File: src/rtl/apb_irq_ctrl.sv
// APB interrupt controller: sticky pending bits, per-line mask, fixed lowest-index priority.
// Define IRQ_CTRL_TYPE_EN to add the TYPE register (0x10) for per-line level-sensitive mode.
module apb_irq_ctrl #(
  parameter int IRQ_NUM = 4
) (
  input  logic               pclk,
  input  logic               preset,
  input  logic [31:0]        paddr,
  input  logic               psel,
  input  logic               penable,
  input  logic               pwrite,
  input  logic [31:0]        pwdata,
  output logic [31:0]        prdata,
  output logic               pready,
  output logic               pslverr,
  input  logic [IRQ_NUM-1:0] irq_i,
  output logic               irq_o,
  output logic [4:0]         irq_id_o
);

  typedef enum logic [2:0] {
    REG_PENDING = 3'd0,
    REG_MASK    = 3'd1,
    REG_CLEAR   = 3'd2,
    REG_ID      = 3'd3,
    REG_TYPE    = 3'd4
  } reg_sel_e;

  reg_sel_e           reg_sel;
  logic               wr_en;
  logic               rd_en;
  logic [IRQ_NUM-1:0] pending_q, pending_d;
  logic [IRQ_NUM-1:0] mask_q, mask_d;
  logic [IRQ_NUM-1:0] irq_prev_q;
  logic [IRQ_NUM-1:0] rise;
  logic [IRQ_NUM-1:0] set;
  logic [IRQ_NUM-1:0] clr;
  logic [IRQ_NUM-1:0] active;
  logic [IRQ_NUM-1:0] level_mode;
  logic               unused_bits;

  assign reg_sel = reg_sel_e'(paddr[4:2]);
  assign wr_en   = psel & penable & pwrite;
  assign rd_en   = psel & penable & ~pwrite;
  assign pready  = 1'b1;
  assign pslverr = 1'b0;

  assign unused_bits = ^{paddr[31:5], paddr[1:0], pwdata};

`ifdef IRQ_CTRL_TYPE_EN
  logic [IRQ_NUM-1:0] type_q, type_d;
  assign level_mode = type_q;
`else
  assign level_mode = '0;
`endif

  // NOTE: every signal assigned in an always_comb gets a default first, so no path infers a latch.
  always_comb begin
    mask_d = mask_q;
    clr    = '0;
`ifdef IRQ_CTRL_TYPE_EN
    type_d = type_q;
`endif
    if (wr_en) begin
      case (reg_sel)
        REG_MASK:  mask_d = pwdata[IRQ_NUM-1:0];
        REG_CLEAR: clr    = pwdata[IRQ_NUM-1:0];
`ifdef IRQ_CTRL_TYPE_EN
        REG_TYPE:  type_d = pwdata[IRQ_NUM-1:0];
`endif
        default:   ;
      endcase
    end
  end

  // Set is ORed in after the clear so a same-cycle event is never lost.
  assign rise      = irq_i & ~irq_prev_q;
  assign set       = (level_mode & irq_i) | (~level_mode & rise);
  assign pending_d = (pending_q & ~clr) | set;

  // NOTE: sequential state uses non-blocking assignments so every register samples pre-edge values.
  always_ff @(posedge pclk) begin
    if (preset) begin
      pending_q  <= '0;
      mask_q     <= '0;
      irq_prev_q <= '0;
`ifdef IRQ_CTRL_TYPE_EN
      type_q     <= '0;
`endif
    end else begin
      pending_q  <= pending_d;
      mask_q     <= mask_d;
      irq_prev_q <= irq_i;
`ifdef IRQ_CTRL_TYPE_EN
      type_q     <= type_d;
`endif
    end
  end

  assign active = pending_q & mask_q;
  assign irq_o  = |active;

  // Scanning downward leaves the lowest active index as the final assignment.
  always_comb begin
    irq_id_o = '0;
    for (int i = IRQ_NUM - 1; i >= 0; i--) begin
      if (active[i]) irq_id_o = 5'(i);
    end
  end

  always_comb begin
    prdata = '0;
    if (rd_en) begin
      case (reg_sel)
        REG_PENDING: prdata = 32'(pending_q);
        REG_MASK:    prdata = 32'(mask_q);
        REG_ID:      prdata = {irq_o, 26'd0, irq_id_o};
`ifdef IRQ_CTRL_TYPE_EN
        REG_TYPE:    prdata = 32'(type_q);
`endif
        default:     prdata = '0;
      endcase
    end
  end

endmodule

File: config.mk
export PLATFORM = sky130hd
export DESIGN_NAME = apb_irq_ctrl
export DESIGN_NICKNAME = d
export VERILOG_FILES = /design/src/rtl/apb_irq_ctrl.sv
export SDC_FILE = /design/constraint.sdc
export NUM_CORES = 1
export LEC_CHECK = 0
export ABC_AREA = 1
export ABC_CLOCK_PERIOD_IN_PS = 2100
export BUFFER_PORTS_ARGS = -buffer_cell sky130_fd_sc_hd__clkbuf_2
export CORE_MARGIN = 8
export CORE_UTILIZATION = 34
export DETAILED_ROUTE_END_ITERATION = 10
export GPL_TIMING_DRIVEN = 0
export PLACE_DENSITY = 0.86
export SETUP_SLACK_MARGIN = 0.05
export SKIP_LAST_GASP = 1
export SYNTH_ARGS = -nofsm -noshare
export SYNTH_HDL_FRONTEND = slang
export SYNTH_SLANG_ARGS = --single-unit
File: constraint.sdc
create_clock -name pclk -period 2.1 [get_ports pclk]
set_input_delay 0 -clock pclk [delete_from_list [all_inputs] [get_ports pclk]]
set_output_delay 0 -clock pclk [all_outputs]
set_load 0.005 [all_outputs]
=== Word-level counts from Yosys, hierarchy flattened ===
Cells that the tools add are included.
Widths: inputs -> output; s select.

* Bits in registers: 12
* Word-level logic and storage cells: 27
* Input bits: 73
* Output and inout bits: 40

* Equality and inequality tests: 3
* Reductions and logical operators: 3
* Bitwise gates (word level): 10
* Multiplexer cells: 8

{| class="wikitable"
|+ Operator list
! cell !! count
|-
| $pmux 32 s3 || 1
|-
| $mux 32 || 1
|-
| $mux 5 || 3
|-
| $and 4x4->4 || 3
|-
| $mux 4 || 2
|-
| $not 4->4 || 2
|-
| $eq 3x2->1 const B || 2
|-
| $or 4x4->4 || 1
|-
| $reduce_or 4->1 || 1
|-
| $and 1x1->1 || 3
|-
| $eq 3x1->1 const B || 1
|-
| $logic_not 3->1 || 1
|-
| $mux 2 || 1
|-
| $reduce_and 2->1 || 1
|-
| $not 1->1 || 1
|}

=== Depth between registers and ports, before layout ===
* Depth in word-level cells: 7
* Gate-level depth with buffers: 6
* Depth with buffers taken out: 6

=== Least setup slack after synthesis ===
No wires, ideal clock.

* Kind: register -> output
* Start: register pending_q[1]
* End: output prdata[31]
* Required time: 2.100 ns
* Cell stages (with the launch flop): 5
* Arrival time: 0.750 ns
* Setup slack: 1.350 ns
* Path buffers: 0
* Cells stage by stage: dfxtp_1 nand2_1 nand2_1 nor2_1 nor4_1

* Longest elaborated chain between the ends: 4

{| class="wikitable"
|+ RTL lines
! what !! RTL line !! RTL
|-
| from (decl) || 32 || <nowiki>logic [IRQ_NUM-1:0] pending_q, pending_d;</nowiki>
|-
| from (signal assigned) || 91 || <nowiki>pending_q <= pending_d;</nowiki>
|-
| $and 4x4->4 || 100 || <nowiki>assign active = pending_q & mask_q;</nowiki>
|-
| $reduce_or 4->1 || 101 || <nowiki>assign irq_o = |active;</nowiki>
|-
| $pmux 32 s3 || 114 || <nowiki>case (reg_sel)</nowiki>
|-
| $mux 32 || 113 || <nowiki>if (rd_en) begin</nowiki>
|-
| to (decl) || 13 || <nowiki>output logic [31:0] prdata,</nowiki>
|}

No other way between the ends.

=== Worst setup path after layout ===
* Start: register pending_q[0]
* End: output prdata[1]

* Longest elaborated chain between the ends: 4

{| class="wikitable"
|+ RTL lines
! what !! RTL line !! RTL
|-
| $and 4x4->4 || 100 ||
|-
| $mux 5 || 107 || <nowiki>if (active[i]) irq_id_o = 5'(i);</nowiki>
|-
| $pmux 32 s3 || 114 ||
|-
| $mux 32 || 113 ||
|}

No other way between the ends.

==> metrics.md <==
| Metric | Value |
|---|---|
| Initial antenna violation count | 0 |
| Power Dens Cells | 429 nW/um2 |
| Remaining antenna violation count | 0 |
| Maximum clock frequency | 789 MHz |
| Sequential fraction of the synthesis area | 0.276 |
| Fraction of layout cells with a size suffix above 1 | 0.313 |
| Fin. Hold Viols | 0 |
| Status | finished, final reports clean |
| Count leader, synth | buf_4 |
| CTS Buf Count | 3 |
| H-tree Lvls | 1 |
| Die W | 66.6 um |
| Routed wire length | 2000 um |
| CP Max Fanout | 3 |
| Setup Skew | 2.05 ps |
| CP Launch Type | flop |
| Placeable Area | 2450 um2 |
| P&R area growth vs syn | 48.4% |
| HP Class | in -> reg |
| WP data arrival | 1270 ps |
| First-pass GRT wire length | 3130 um |
| Vias in the first global route | 778 |
| First-pass DRT Iterations | 4 |
| Hold Crit Depth | 4 |
| Starting Density | 0.355 |
| Async set or reset register ratio after synthesis | 0 |
| Worst-Skew Late Latency | 270 ps |
| P_leak | 0.765 nW |
| CP Capture Type | output port |
| Postcts setup bufs | 0 |
| Root buffer cell | clkbuf_4 |
| Die Ht | 66.6 um |
| Final setup violation count | 0 |
| Pins over their slew limit | 0 |
| Setup CP Type | reg -> out |
| PortBufs | 23 |
| Post-route setup TNS | 0 ps |
| Antenna Cells | 0 |
| Worst vdd rail ir drop | 0.315 mV |
| Global placement routability congestion | 0.792 |
| Cells after DPL | 215 |
| Synth unique cells | 17 |
| Die area | 4440 um2 |
| Post-route minimum period | 1270 ps |
| Reg2reg end | mask_q[3] |
| # fillers | 248 |
| CP required | 2100 ps |
| Final nets | 275 |
| Hpwl dp | 1660 um |
| CTS clk-pin slew, worst paths | 70 ps |
| Hold slack | 49.9 ps |
| Average wire per standard cell | 8.67 um |
| Residual DRC | 0 |
| Main synth FF type | dfxtp_1 |
| R2R Setup Slk | 1450 ps |
| DR vias | 848 |
| Area contributors post-synth | dfxtp_1, buf_4, nand2_1, inv_1, nor2_1 |
| Longest Clk Path Bufs | 2 |
| Max Cap Viol | 0 |
| Grt total ovfl | 0 |
| Total Routing Usage GR | 0.0872 |
| Drt via density | 3.67 |
| Worst Hold Launch | preset |
| Leading cell types by count after synthesis | buf_4, nand2_1, inv_1, nor2_1, dfxtp_1 |
| R2r worst-path depth | 2 |
| Filler-free cell count of the finished design | 231 |
| RSZ-0062 raised after global routing | false |
| #FFs+latches synth | 12 |
| Largest net degree at the start of global routing | 9 |
| Syn Inst Count | 132 |
| Area leader, netlist | dfxtp_1 |
| Crit share post-route | 0.604 |
| Number of I/O pins | 113 |
| Iter 0 DRT Violations | 26 |
| CTS Sinks | 12 |
| CTS tree | built |
| Ys Warns | 0 |
| Reg2reg start | mask_q[3] |
| Layout Utilization | 0.527 |
| Core Rows | 18 |
| Yosys top cell area share | 0.276 |
| Synthesized cell area | 871 um2 |
| Syn avg cell area | 6.60 um2 |
| WHS Endpoint | pending_q[3] |
| Post-synth EDFFs | 0 |
## worst max-delay path: stages (launching register included)
cell	delay (ps)
dfxtp_1	340
nand2_1	110
nand2_1	90
nand3b_1	180
a21oi_1	150
clkbuf_2	140
## sequential cells by signal, summed over array words and instances, names as in the netlist
| register | flops |
|---|---|
| mask_q | 4 |
| irq_prev_q | 4 |
| pending_q | 4 |
## worst max-delay path by stage
stage | to | from | depth (start not counted) | slack [ps]
CTS | prdata[0] | pending_q[3] | 7 | 830
global placement | prdata[31] | pending_q[1] | 5 | 1170
detailed placement | prdata[1] | pending_q[0] | 5 | 1140
floorplan | prdata[31] | pending_q[1] | 4 | 1350
finish | prdata[1] | pending_q[0] | 5 | 830
global route | prdata[0] | pending_q[3] | 7 | 720
## layer usage
layer	part of all wire	vias up	GRT usage
met5	0	-	0
li1	-	479	-
met2	0.49	35	0.154
met1	0.39	332	0.0907
met4	0.0050	0	0.0400
met3	0.11	2	0.0285
## layout make-up
| type | instances | area, um2 | share of cell area |
|---|---|---|---|
| multi-input cells | 102 | 443 | 0.343 |
| flip-flops and latches | 12 | 240 | 0.186 |
| plain buffers | 32 | 240 | 0.186 |
| repair buffers | 35 | 235 | 0.182 |
| inverters | 16 | 60.1 | 0.0465 |
| well taps | 30 | 37.5 | 0.0290 |
| clock buffers | 4 | 36.3 | 0.0281 |
## cells by family (layout without fill, tap and decap cells)
| logic type | Yosys count | after routing | synth area share |
|---|---|---|---|
| AOI/OAI and AO/OA | 10 | 10 | 0.0603 |
| buffers and inverters | 48 | 87 | 0.345 |
| DFF | 12 | 12 | 0.276 |
| other | 2 | 32 | 0.00862 |
| and+or+nand+nor | 60 | 60 | 0.310 |
## power by group
group / internal (W) / total, W / switching, W
clock network: 0.000105 / 0.000177 / 0.0000717
logic: 0.0000738 / 0.000129 / 0.0000550
registers: 0.000240 / 0.000248 / 0.00000811
total: 0.000419 / 0.000554 / 0.000135
## through the flow
step	area (um2)	power (W)	setup WS [ps]
final	1290	0.000554	832
after global routing	1290	0.000594	719
after CTS	1290	0.000558	834
after detailed placement	1140	0.000361	1140
after global placement	1140	0.000359	1170
after floorplan	983	0.000333	1350
## cells in the final DEF (no fill, tap or decap)
cell type / count
nand3_1: 10
nor3_1: 1
nand3b_1: 3
a21boi_0: 1
nor2_4: 2
o21ai_1: 2
nand2_2: 1
nand2_1: 27
dfxtp_1: 12
dlygate4sd3_1: 12
nor4_1: 1
a21oi_1: 5
o21ai_0: 2
clkbuf_4: 3
inv_1: 15
clkbuf_2: 23
nor2_1: 15
buf_4: 32
conb_1: 32
clkbuf_8: 1
inv_2: 1
## what timing repair did
action | CTS | global route
setup endpoints to repair | 0 | 0
resized for setup | 0 | 0
endpoints found under the hold margin | 9 | 0
hold buffers | 12 | 0
(Power assumes the default switching activity.)
